<file path="src/rtl/key_debounce_bit.sv">
// One key bit: two-flop synchroniser, stability counter, clean level and
// single-cycle press/release pulses. The input is already normalised (1 = pressed).
module key_debounce_bit #(
    parameter int DEBOUNCE_CYCLES = 250000
) (
    input  logic clk,
    input  logic rst,
    input  logic i_key,
    output logic o_stable,
    output logic o_press,
    output logic o_release
);

    // A count of DEBOUNCE_CYCLES-1 always fits in $clog2(DEBOUNCE_CYCLES) bits.
    localparam int CW = (DEBOUNCE_CYCLES > 1) ? $clog2(DEBOUNCE_CYCLES) : 1;
    localparam logic [CW-1:0] TERM = CW'(DEBOUNCE_CYCLES - 1);

    logic          r_sync1;
    logic          r_sync2;
    logic [CW-1:0] r_cnt;
    logic          r_stable;
    logic          r_press;
    logic          r_release;

    logic          w_diff;
    logic          w_term;

    assign w_diff = r_sync2 ^ r_stable;
    assign w_term = (r_cnt == TERM);

    // Bring the asynchronous key into the clock domain; resets to released.
    always_ff @(posedge clk) begin
        if (rst) begin
            r_sync1 <= 1'b0;
            r_sync2 <= 1'b0;
        end else begin
            r_sync1 <= i_key;
            r_sync2 <= r_sync1;
        end
    end

    // Count consecutive differing samples; any agreement restarts the window.
    always_ff @(posedge clk) begin
        if (rst) begin
            r_cnt     <= '0;
            r_stable  <= 1'b0;
            r_press   <= 1'b0;
            r_release <= 1'b0;
        end else begin
            r_press   <= 1'b0;
            r_release <= 1'b0;
            if (!w_diff) begin
                r_cnt <= '0;
            end else if (!w_term) begin
                r_cnt <= r_cnt + CW'(1);
            end else begin
                r_cnt     <= '0;
                r_stable  <= r_sync2;
                r_press   <= r_sync2;
                r_release <= ~r_sync2;
            end
        end
    end

    assign o_stable  = r_stable;
    assign o_press   = r_press;
    assign o_release = r_release;

endmodule

</file>
<file path="src/rtl/key_debounce.sv">
// Debounces W_KEY raw push-buttons into active-high clean levels with
// press/release pulses. Polarity is normalised here; each bit is independent.
module key_debounce #(
    parameter int W_KEY           = 4,
    parameter int DEBOUNCE_CYCLES = 250000,
    parameter bit KEY_ACTIVE_LOW  = 1'b1
) (
    input  logic             clk,
    input  logic             rst,
    input  logic [W_KEY-1:0] key,
    output logic [W_KEY-1:0] key_stable,
    output logic [W_KEY-1:0] key_press,
    output logic [W_KEY-1:0] key_release
);

    // Reject nonsensical parameterisations at elaboration.
    if (DEBOUNCE_CYCLES < 1) begin : g_chk_cycles
        $fatal(1, "key_debounce: DEBOUNCE_CYCLES must be >= 1");
    end
    if (W_KEY < 1) begin : g_chk_width
        $fatal(1, "key_debounce: W_KEY must be >= 1");
    end

    logic [W_KEY-1:0] w_key_n;

    // Normalise so that 1 always means pressed.
    assign w_key_n = key ^ {W_KEY{KEY_ACTIVE_LOW}};

    for (genvar g = 0; g < W_KEY; g++) begin : g_bit
        key_debounce_bit #(
            .DEBOUNCE_CYCLES(DEBOUNCE_CYCLES)
        ) u_bit (
            .clk      (clk),
            .rst      (rst),
            .i_key    (w_key_n[g]),
            .o_stable (key_stable[g]),
            .o_press  (key_press[g]),
            .o_release(key_release[g])
        );
    end

endmodule

</file>
<file path="config.mk">
export PLATFORM = sky130hd
export DESIGN_NAME = key_debounce
export DESIGN_NICKNAME = d
export VERILOG_FILES = /design/src/rtl/key_debounce_bit.sv /design/src/rtl/key_debounce.sv
export SDC_FILE = /design/constraint.sdc
export NUM_CORES = 1
export LEC_CHECK = 0
export ABC_AREA = 1
export CAP_MARGIN = 20
export CELL_PAD_IN_SITES_DETAIL_PLACEMENT = 0
export CELL_PAD_IN_SITES_GLOBAL_PLACEMENT = 1
export CORE_ASPECT_RATIO = 0.5
export CORE_MARGIN = 5
export CORE_UTILIZATION = 35
export CTS_CLUSTER_DIAMETER = 100
export DETAILED_ROUTE_END_ITERATION = 10
export HOLD_SLACK_MARGIN = 0.15
export PLACE_DENSITY = 0.69
export SYNTH_ARGS = -nofsm -noshare
export SYNTH_HDL_FRONTEND = slang
export SYNTH_HIERARCHICAL = 1
export SYNTH_SLANG_ARGS = --single-unit
export TNS_END_PERCENT = 30
</file>
<file path="constraint.sdc">
create_clock -name clk -period 1.75 [get_ports clk]
set_clock_uncertainty 0.2 [all_clocks]
set_input_delay 0.175 -clock clk [delete_from_list [all_inputs] [get_ports clk]]
set_output_delay 0.175 -clock clk [all_outputs]
set_load 0.01 [all_outputs]
</file>
==> flow_summary.ini, run 1 <==
[synthesis]
synth_cell_types = 22
synth_nets = 662
ys_ff_latch = 92
synth-warning-count = 6
syn_area_um2 = 4700
ys_seq_area_share_pct = 39.2
synthCells = 652
synth_area_per_cell_um2 = 7.21

[place]
dpl_cell_area_um2 = 5060
gp_congestion = 0.812
io_buffers = 17
hpwl_um = 6940
dp_slack_ns = 0.0776

[finish]
final_common_cell = nand2_1
fill_cells = 1372
stdcell_area_um2 = 5360
syn_to_final_growth_pct = 14.1
antenna_cells = 0
regArea_um2 = 1840
multi_input_area_um2 = 2420
fin_nets = 692
layout-drive-gt1-share_pct = 18.3
final_cell_mix = nand2_1 (164), dfxtp_1 (92), inv_1 (80), nor2_1 (80), nor2_2 (52)

[clocking]
cts_sinks = 92
cts_setup_buffers = 0
htreeDepth = 3
clock_path_buffers = 2
hold_buffers = 0
clkTransAtPathRegs_ns = 0.07
cts_root_buf = clkbuf_16
clock_latency_ns = 0.34
cts-buffers-inserted = 9
cts_resized = 0
cts_tree = done

[global_routing]
grt_max_degree = 18
grt-ovfl-total = 0
grt_pass1_vias = 3586
grt_pass1_wl_um = 16300
antenna_found_initial = 0
globalRouteTotalUtil_pct = 12.2

[setup_path]
path_buf_inv = 1
cp.required_ns = 1.37
crit_path_end_kind = primary output
path_cells = clkdlybuf4s50_1
cp-start-kind = flip-flop
crit_type = reg2out
cp.arrival_ns = 1.29
crit_slowest_cell = clkdlybuf4s50_1
critPathMaxFanout = 3
critPathTopFamily = buffers and inverters
max_stage_delay_ns = 0.56

[sta]
relSlewSlack_pct = 82.5
worst_pin_slew_ns = 0.262
final.setup.tns_ns = 0
finalCritPeriodShare_pct = 95.1
slew_violations = 0
fin_hold_ws_ns = 0.202
hold_viol = 0
setup_violations = 0
layout_min_cycle_time_ns = 1.66
fmaxAchievable_ghz = 0.601
worst_slack_ns = 0.0852
rsz0062_at_grt = no

[floorplanning]
core_area_um2 = 12900
pin_count = 18
die_area_um2 = 16000
die_h_um = 91.9
die_w_um = 174
start_util_pct = 36.4
rows = 29

[drt]
routedWlPerCell_um = 10.6
dr.pass1.iters = 4
num_vias = 3724
initialDrtViolationCount = 238
antenna_left = 0
wl_um = 9120
drc = 0
routed_via_density = 4.35

[power_and_ir_drop]
p_leak_nw = 1.81
fin_total_pwr_mw = 4.19
p_per_area_nw_per_um2 = 781
irDropWorstVdd_v = 0.000396

[min_path]
min_path_type = reg2reg

[flow_run]
maxCapViolCount = 0

[run_status]
status = finished, final reports clean
area by class of cell:
| cell class | count | area share [%] |
|---|---|---|
| sequential | 92 | 34.3 |
| clock inverter | 7 | 1.47 |
| multi-input combinational | 460 | 45.1 |
| inverter | 96 | 6.72 |
| tap | 170 | 3.97 |
| timing repair buffer | 23 | 4.25 |
| clock buffer | 9 | 4.20 |
per-stage QoR:
stage               instances  utilization (%)
detailed placement        841             39.2
global route              857             41.5
global placement          841             39.2
floorplan                 652                -
CTS                       857             41.5
finish                    857             41.5
flip-flops by register name, summed over array words and instances (netlist names):
| register | count |
|---|---|
| g_bit.u_bit/r_sync2 | 4 |
| g_bit.u_bit/r_sync1 | 4 |
| g_bit.u_bit/o_release | 4 |
| g_bit.u_bit/o_press | 4 |
| g_bit.u_bit/r_cnt | 72 |
| g_bit.u_bit/o_stable | 4 |
cell families after synthesis:
family          Yosys count  share of synthesized area [%]
compound gates           44                           4.69
xor+xnor                 36                           6.71
fa+ha+maj                 4                           1.07
buf+inv                 100                           9.37
flops                    92                           39.2
simple gates            376                           39.0
Yosys cell counts:
master | number | area (um^2)
nor2_4 | 8 | 90.1
nand3_1 | 28 | 140
a21oi_1 | 32 | 160
inv_2 | 16 | 60.1
nor3_1 | 8 | 40.0
or2_0 | 4 | 25.0
buf_12 | 4 | 80.1
nor2_1 | 80 | 300
ha_1 | 4 | 50.1
nand4_1 | 4 | 25.0
nand3_2 | 8 | 80.1
xor2_1 | 28 | 245
nand3_4 | 4 | 70.1
o21ai_0 | 12 | 60.1
dfxtp_1 | 92 | 1840
nand2_1 | 164 | 616
nand2_4 | 4 | 45.0
nor2_2 | 52 | 325
nand2_2 | 8 | 50.1
or2_2 | 4 | 25.0
inv_1 | 80 | 300
xnor2_1 | 8 | 70.1
routing by layer:
metal / track usage (%) / up-vias / wire, um
met2: 20.2 / 22 / 4120
li1: - / 2050 / -
met5: 0 / - / 0
met1: 15.6 / 1641 / 4660
met4: 3.03 / 0 / 82
met3: 3.74 / 11 / 259
worst paths after layout:
check | cells after the start | startpoint | end | slack (ns)
worst min register to register | 2 | g_bit[2].u_bit/r_sync1 | g_bit[2].u_bit/r_sync2 | 0.20
worst max register to register | 6 | g_bit[0].u_bit/r_cnt[1] | g_bit[0].u_bit/r_cnt[3] | 0.13
worst min-delay path | 2 | g_bit[2].u_bit/r_sync1 | g_bit[2].u_bit/r_sync2 | 0.20
worst max-delay path | 1 | g_bit[1].u_bit/o_stable | key_stable[1] | 0.09
power breakdown:
| part | switching [mW] | leakage [nW] | internal, mW |
|---|---|---|---|
| combinational | 0.0437 | 0.918 | 0.0306 |
| clock | 0.876 | 0.152 | 1.13 |
| sequential | 0.00720 | 0.743 | 2.10 |
No activity file was read; power rests on OpenSTA's default activity.
==> run 2, diff against run 1 <==
--- a/config.mk
+++ b/config.mk
@@ -15,6 +15,7 @@
 export CTS_CLUSTER_DIAMETER = 100
 export DETAILED_ROUTE_END_ITERATION = 10
 export HOLD_SLACK_MARGIN = 0.15
+export MAX_ROUTING_LAYER = met4
 export PLACE_DENSITY = 0.69
 export SYNTH_ARGS = -nofsm -noshare
 export SYNTH_HDL_FRONTEND = slang
==> flow_summary.ini, run 2 (synthesis results as in run 1) <==
[finish]
fin_nets = 692
syn_to_final_growth_pct = 14.1
largest_reg_flops = 72
final_common_cell = nand2_1
layout-drive-gt1-share_pct = 18.3
regMostFlops = g_bit.u_bit/r_cnt
fin_cells = 857
antenna_cells = 0
final_cell_mix = nand2_1 (164), dfxtp_1 (92), inv_1 (80), nor2_1 (80), nor2_2 (52)

[setup_path]
crit_slowest_cell = clkdlybuf4s50_1
max_stage_delay_ns = 0.56
path_buf_inv = 1
cp.arrival_ns = 1.29
path_cells = clkdlybuf4s50_1
critPathMaxFanout = 3
cp-start-kind = flip-flop
crit_path_end_kind = primary output
crit_cells = 1
critPathTopFamily = buffers and inverters
crit_type = reg2out
cp.required_ns = 1.37
worstRegToRegCells = 6

[power_and_ir_drop]
internal-power_mw = 3.26
switchingPower_mw = 0.923
p_per_area_nw_per_um2 = 781
p_leak_nw = 1.81
p_sw_share_pct = 22.0
irDropWorstVdd_v = 0.000396
clkPwrFrac_pct = 47.8
p_comb_share_pct = 1.8
fin_total_pwr_mw = 4.19
p_seq_share_pct = 50.4

[place]
gp_congestion = 0.824
hpwl_um = 6940
io_buffers = 17
placedCellCount = 841

[floorplanning]
die_w_um = 174
pin_count = 18
die_h_um = 91.9
die_area_um2 = 16000
rows = 29
core_area_um2 = 12900
start_util_pct = 36.4

[drt]
dr.pass1.iters = 4
drc = 0
antenna_left = 0
routedWlPerCell_um = 10.6
wl_um = 9120
num_vias = 3727
initialDrtViolationCount = 236
routed_via_density = 4.35

[flow_run]
maxCapViolCount = 0

[clocking]
clkTransAtPathRegs_ns = 0.07
clock_path_buffers = 2
cts_root_buf = clkbuf_16
htreeDepth = 3
cts_sinks = 92
cts-buffers-inserted = 9
cts_tree = done
hold_buffers = 0
cts_setup_buffers = 0
cts_resized = 0
clock_latency_ns = 0.34

[global_routing]
grt-ovfl-total = 0
grt_pass1_wl_um = 16300
grt_max_degree = 18
globalRouteTotalUtil_pct = 12.6
antenna_found_initial = 0
grt_pass1_vias = 3584

[sta]
rsz0062_at_grt = no
layout_min_cycle_time_ns = 1.66
finalCritPeriodShare_pct = 95.1
slew_violations = 0
setup_violations = 0
hold_viol = 0
relSlewSlack_pct = 82.5
final.setup.tns_ns = 0
worst_pin_slew_ns = 0.262
fmaxAchievable_ghz = 0.601

[run_status]
status = finished, final reports clean

[min_path]
hold_depth = 2
min_path_type = reg2reg
==> run 2: cell counts in the layout (fill, tap and decap cells not counted) <==
No cell type changed its count.
==> run 2: final timing paths <==
kind / start / to / slack [ns]
max: g_bit[1].u_bit/o_stable / key_stable[1] / 0.09
min: g_bit[2].u_bit/r_sync1 / g_bit[2].u_bit/r_sync2 / 0.20
max reg2reg: g_bit[0].u_bit/r_cnt[1] / g_bit[0].u_bit/r_cnt[3] / 0.13
min reg2reg: g_bit[2].u_bit/r_sync1 / g_bit[2].u_bit/r_sync2 / 0.20
==> run 2: metrics by stage <==
step / util [%] / worst slack, ns / hold slack [ns] / instance area (um^2)
floorplan: - / 0.202 / 0.0462 / 4700
global placement: 39.2 / 0.0912 / 0.191 / 5060
detailed placement: 39.2 / 0.0776 / 0.196 / 5060
CTS: 41.5 / 0.0496 / 0.206 / 5360
global route: 41.5 / 0.000822 / 0.221 / 5360
finish: 41.5 / 0.0853 / 0.202 / 5360
==> run 2: area by class of cell <==
cell class	instances	area (um^2)
Clock buffer	9	225
Clock inverter	7	78.8
Fill cell	1372	7550
Inverter	96	360
Multi-Input combinational cell	460	2420
Sequential cell	92	1840
Tap cell	170	213
Timing Repair Buffer	23	228
==> run 2: routing by layer <==
metal	wire [um]	global-route usage (%)	vias to the layer above
met2	4120	20.2	25
met4	83	3.03	0
met3	265	3.74	11
li1	-	-	2050
met5	0	-	-
met1	4650	15.6	1641
==> run 2: power by group through the flow <==
| stage | combinational [mW] | sequential (mW) | clock [mW] |
|---|---|---|---|
| finish | 0.0743 | 2.11 | 2.00 |
| global placement | 0.0760 | 2.16 | 0 |
| CTS | 0.0769 | 2.11 | 2.08 |
| floorplan | 0.0490 | 2.16 | 0 |
| detailed placement | 0.0763 | 2.16 | 0 |
| global route | 0.0842 | 2.11 | 2.19 |
==> run 3, diff against run 2 <==
--- a/config.mk
+++ b/config.mk
@@ -17,6 +17,7 @@
 export HOLD_SLACK_MARGIN = 0.15
 export MAX_ROUTING_LAYER = met4
 export PLACE_DENSITY = 0.69
+export SLEW_MARGIN = 30
 export SYNTH_ARGS = -nofsm -noshare
 export SYNTH_HDL_FRONTEND = slang
 export SYNTH_HIERARCHICAL = 1
==> results of run 3 <==
The final DEF is identical to that of run 2; final timing and power are the same.
